===== src/rtl/gf_mul_if.sv =====
// rtl/gf_mul_if.sv - start/operand/result bundle for the GF(2^8) multiplier
// Optional busy signal present when GF_MUL_BUSY_EN is defined.
interface gf_mul_if #(
  parameter int WIDTH = 8
);
  logic             start;
  logic [WIDTH-1:0] in_1;
  logic [WIDTH-1:0] in_2;
  logic [WIDTH-1:0] out;
  logic             done;
`ifdef GF_MUL_BUSY_EN
  logic             busy;

  modport master (output start, output in_1, output in_2, input out, input done, input busy);
  modport slave  (input start, input in_1, input in_2, output out, output done, output busy);
`else
  modport master (output start, output in_1, output in_2, input out, input done);
  modport slave  (input start, input in_1, input in_2, output out, output done);
`endif
endinterface


===== src/rtl/gf_mul.sv =====
// rtl/gf_mul.sv - bit-serial MSB-first GF(2^8) multiplier, reduction by 0x100|POLY
// Optional busy output enabled by defining GF_MUL_BUSY_EN.
module gf_mul #(
  parameter int               WIDTH = 8,
  parameter logic [WIDTH-1:0] POLY  = 8'h1B
) (
  input  logic   clk,
  input  logic   rst_n,
  gf_mul_if.slave bus
);

  localparam int IW = $clog2(WIDTH) + 1;

  typedef enum logic [1:0] {
    IDLE = 2'd0,
    RUN  = 2'd1,
    DONE = 2'd2
  } state_t;

  state_t           state;
  logic [WIDTH-1:0] a_reg;
  logic [WIDTH-1:0] b_reg;
  logic [WIDTH-1:0] acc;
  logic [WIDTH-1:0] acc_next;
  logic [WIDTH-1:0] out_q;
  logic             done_q;
  logic [IW-1:0]    idx;
  logic             b_bit;
`ifdef GF_MUL_BUSY_EN
  logic             busy_q;
`endif

  function automatic logic [WIDTH-1:0] xtime(input logic [WIDTH-1:0] v);
    return {v[WIDTH-2:0], 1'b0} ^ (v[WIDTH-1] ? POLY : '0);
  endfunction

  // idx starts one above the MSB: that leading step multiplies a zero bit into
  // an all-zero accumulator, giving the 9-cycle start-to-done latency for free.
  always_comb begin
    b_bit    = 1'b0;
    if (idx < IW'(WIDTH)) begin
      b_bit = b_reg[idx[IW-2:0]];
    end
    acc_next = xtime(acc) ^ (b_bit ? a_reg : '0);
  end

  always_ff @(posedge clk or negedge rst_n) begin
    if (!rst_n) begin
      state  <= IDLE;
      a_reg  <= '0;
      b_reg  <= '0;
      acc    <= '0;
      idx    <= '0;
      out_q  <= '0;
      done_q <= 1'b0;
`ifdef GF_MUL_BUSY_EN
      busy_q <= 1'b0;
`endif
    end else begin
      case (state)
        IDLE, DONE: begin
          done_q <= 1'b0;
          if (bus.start) begin
            a_reg  <= bus.in_1;
            b_reg  <= bus.in_2;
            acc    <= '0;
            idx    <= IW'(WIDTH);
            state  <= RUN;
`ifdef GF_MUL_BUSY_EN
            busy_q <= 1'b1;
`endif
          end else begin
            state <= IDLE;
          end
        end
        RUN: begin
          acc <= acc_next;
          if (idx == '0) begin
            out_q  <= acc_next;
            done_q <= 1'b1;
            state  <= DONE;
`ifdef GF_MUL_BUSY_EN
            busy_q <= 1'b0;
`endif
          end else begin
            idx <= idx - 1'b1;
          end
        end
        default: state <= IDLE;
      endcase
    end
  end

  assign bus.out  = out_q;
  assign bus.done = done_q;
`ifdef GF_MUL_BUSY_EN
  assign bus.busy = busy_q;
`endif

endmodule


===== src/flat_wrapper.sv =====
// flat-port wrapper written by rule: the top's interface ports become plain ports
module gf_mul_flat 
#(
  parameter int               WIDTH = 8,
  parameter logic [WIDTH-1:0] POLY  = 8'h1B
)
  (clk, rst_n, bus_start, bus_in_1, bus_in_2, bus_out, bus_done);
  gf_mul_if #(.WIDTH(WIDTH)) bus_i ();
  input  logic clk;
  input  logic rst_n;
  input wire logic [$bits(bus_i.start)-1:0] bus_start;
  input wire logic [$bits(bus_i.in_1)-1:0] bus_in_1;
  input wire logic [$bits(bus_i.in_2)-1:0] bus_in_2;
  output wire logic [$bits(bus_i.out)-1:0] bus_out;
  output wire logic [$bits(bus_i.done)-1:0] bus_done;
  assign bus_i.start = bus_start;
  assign bus_i.in_1 = bus_in_1;
  assign bus_i.in_2 = bus_in_2;
  assign bus_out = bus_i.out;
  assign bus_done = bus_i.done;
  gf_mul #(.WIDTH(WIDTH), .POLY(POLY)) u_core (.clk(clk), .rst_n(rst_n), .bus(bus_i));
endmodule

===== config.mk =====
export PLATFORM = sky130hd
export DESIGN_NAME = gf_mul_flat
export DESIGN_NICKNAME = d
export VERILOG_FILES = /design/src/rtl/gf_mul_if.sv /design/src/rtl/gf_mul.sv /design/src/flat_wrapper.sv
export SDC_FILE = /design/constraint.sdc
export NUM_CORES = 1
export LEC_CHECK = 0
export CAP_MARGIN = 15
export CORE_ASPECT_RATIO = 0.75
export CORE_MARGIN = 2
export CORE_UTILIZATION = 30
export CTS_BUF_LIST = sky130_fd_sc_hd__clkbuf_2 sky130_fd_sc_hd__clkbuf_4 sky130_fd_sc_hd__clkbuf_8
export DETAILED_ROUTE_END_ITERATION = 16
export SLEW_MARGIN = 20
export SYNTH_ARGS = -nofsm -noshare
export SYNTH_HDL_FRONTEND = slang
export SYNTH_SLANG_ARGS = --single-unit

===== constraint.sdc =====
create_clock -name clk -period 2.22 [get_ports clk]
set_clock_uncertainty 0.2 [all_clocks]
set_input_delay 0.444 -clock clk [delete_from_list [all_inputs] [get_ports clk]]
set_output_delay 0.444 -clock clk [all_outputs]
set_load 0.01 [all_outputs]

==> run metrics <==
outcome=finished, final reports clean; critical path endpoint category=register; Tightest Pin Transition=0.4741 ns; Core ar.=0.006381 mm2; Avg Cell Area, Syn=approximately 8.8 um2; number of buffers created by CTS=5; I/O pin total=28; die area=approximately 0.0074 mm2; reg2reg start=u_core.idx[0]$_DFFE_PN0P_; Diodes inserted=0; clock transition at the registers of the reported paths=0.08 ns; Post-Route Utilization=between 30% and 40%; GRT overflow=0; CTS tree=done; Post-synth EDFFs=0; pin count of the biggest net entering global routing=26; post-synth top area share=around 49%; H-tree depth=2; final setup fails=0; commonest cells in the netlist=nand2_1 (52), dfrtp_1 (39), inv_1 (16); num rows=25; r2r endpoint=u_core.idx[1]$_DFFE_PN0P_; Critical Path Source Type=register; Vias=about 1700; Area Growth Syn to Fin=26.28%; top post-synthesis cells by area=dfrtp_1 (49%), nand2_1 (9.7%), mux2i_1 (3.5%); routability cong.=0.8069; area leader, netlist=dfrtp_1; HP Class=reg2reg; vias per cell=4.945; Peak VDD IR=~0.00048 V; fraction of registers with async set/reset=100.0%; worst skew pair latency=0.29 ns; placed insts=~330; post-synthesis cell type count=34; width of the die=approximately 100 um; relative slew slack=between 60% and 70%; most used flip-flop cell after synthesis=dfrtp_1; Syn Inst Count=~230; fraction of layout cells with a size suffix above 1=between 10 and 15%; RSZ-0062 raised after global routing=false; Worst EP arrival=about 2.1 ns; synthesis-stage register bit count=39; PortBufs=27; antenna violations before repair=0; final hold violations=0; WL/cell=between 10 and 15 um; Iter 0 DRT Violations=105; vias in the first global route=around 1500; # clock sinks=39; Power Density=~1500 mW/mm2; Final Max Tran Viols=0; Clock Tree Buf Depth=2; Setup crit end=u_core.idx[1]$_DFFE_PN0P_; DP HPWL=between 3000 and 4000 um; R2R cell count=7; max_cap viols=0; 1st-pass router iterations=4; worst setup path start=u_core.idx[0]$_DFFE_PN0P_; Seq/Total Area, Yosys=48.57%; # nets final=281; minimum clock period=roughly 2.1 ns; Synth warnings=0; Final Non-Filler Cells=roughly 340; first-pass GRT wire length=just under 8000 um; overall routing resource usage=roughly 14%; Crit Path Class=reg2reg; root buffer cell=clkbuf_8; setup TNS=0 ns; critical-path maximum fanout=19; Die H=between 70 and 80 um; most common cell in the synthesized netlist=nand2_1; Starting Density=roughly a third; worst reg-to-reg setup slack=roughly 0.12 ns; achievable frequency=476.3 MHz; required time worst endpoint=2.20 ns; Leak=1.140 nW; overall power=about 3.7 mW; DRC viols=0; Routed WL=approximately 4600 um; period utilization=94.58%; cell area after synthesis=about 0.002 mm2; Syn Nets=between 200 and 250; Routed Antenna Nets=0
## logic make-up after synthesis
family | count (synthesis) | share of synthesized area (%)
mux | 9 | 4.608
fa+ha+maj | 1 | 0.6226
simple gates | 98 | 23.23
compound gates | 44 | 14.26
buf+inv | 32 | 6.538
xor+xnor | 5 | 2.180
flops | 39 | 48.57
## what timing repair did
action / CTS / global route
endpoints found under the setup margin: 1 / 14
setup buffers: 0 / 0
gates cloned: 0 / 0
hold endpoints to repair: 11 / 0
hold buffers: 1 / 0
gates resized for setup: 1 / 4
## layout by cell type (no fill, tap or decap), types with 2 or more instances in the layout
cell             instances
nand2_1                 52
dfrtp_1                 38
clkdlybuf4s50_1         26
inv_1                   16
buf_4                   14
a21oi_1                 10
nor4_1                   9
nor3_1                   8
o31ai_1                  8
or4_1                    8
mux2i_1                  7
clkbuf_8                 7
nor2_1                   6
o21ai_0                  6
a31oi_1                  5
nand3_1                  5
xnor2_1                  3
o21a_1                   3
o221ai_1                 3
a32oi_1                  3
o21ai_1                  3
nand2b_1                 2
mux2_2                   2
xor2_1                   2
## area by class of cell
type                    count  area [um2]
clock buffers               8       103.9
well taps                  81       101.3
multi-input cells         157       914.6
repair buffers             42       380.4
inverters                  16       60.06
flip-flops and latches     39       977.2
fillers                   663        3844
## power by group
| group | internal, mW | switching, mW | total (mW) |
|---|---|---|---|
| Clock | 0.296 | 0.253 | 0.549 |
| Combinational | 0.819 | 0.986 | 1.80 |
| Sequential | 1.06 | 0.294 | 1.35 |
## stage by stage
stage               instance area, um2  setup slack [ns]  hold WS, ns
floorplan                         2009           0.02801     -0.05159
global placement                  2412           0.07734       0.1482
detailed placement                2412           0.01592       0.1520
CTS                               2529           0.04303       0.2859
global route                      2537           0.02184       0.3186
finish                            2537            0.1204       0.2770
## routing by layer
metal / GRT usage [%] / routed length (um) / up-vias
met4: 3.196 / 44 / 0
met1: 19.80 / 2427 / 791
met5: 0 / 0 / -
met3: 4.457 / 196 / 4
met2: 20.03 / 1936 / 37
li1: - / - / 864
## critical path, stage by stage, from the launching register on
cell	delay (ns)
dfrtp_2	0.46
inv_1	0.12
ha_1	0.17
or3b_2	0.45
buf_4	0.22
nand2_1	0.13
nor2_1	0.05
a31o_2	0.20
## worst min-delay path by stage
| stage | from | to | slack [ns] | cells past startpoint |
|---|---|---|---|---|
| floorplan | rst_n | u_core.a_reg[0]$_DFFE_PN0P_ | -0.05 | 0 |
| global placement | rst_n | u_core.b_reg[7]$_DFFE_PN0P_ | 0.15 | 1 |
| detailed placement | rst_n | u_core.b_reg[7]$_DFFE_PN0P_ | 0.15 | 1 |
| CTS | u_core.b_reg[6]$_DFFE_PN0P_ | u_core.b_reg[6]$_DFFE_PN0P_ | 0.29 | 2 |
| global route | u_core.b_reg[0]$_DFFE_PN0P_ | u_core.b_reg[0]$_DFFE_PN0P_ | 0.32 | 2 |
| finish | u_core.b_reg[4]$_DFFE_PN0P_ | u_core.b_reg[4]$_DFFE_PN0P_ | 0.28 | 2 |
Note: power is estimated with default switching activity, not from simulation.
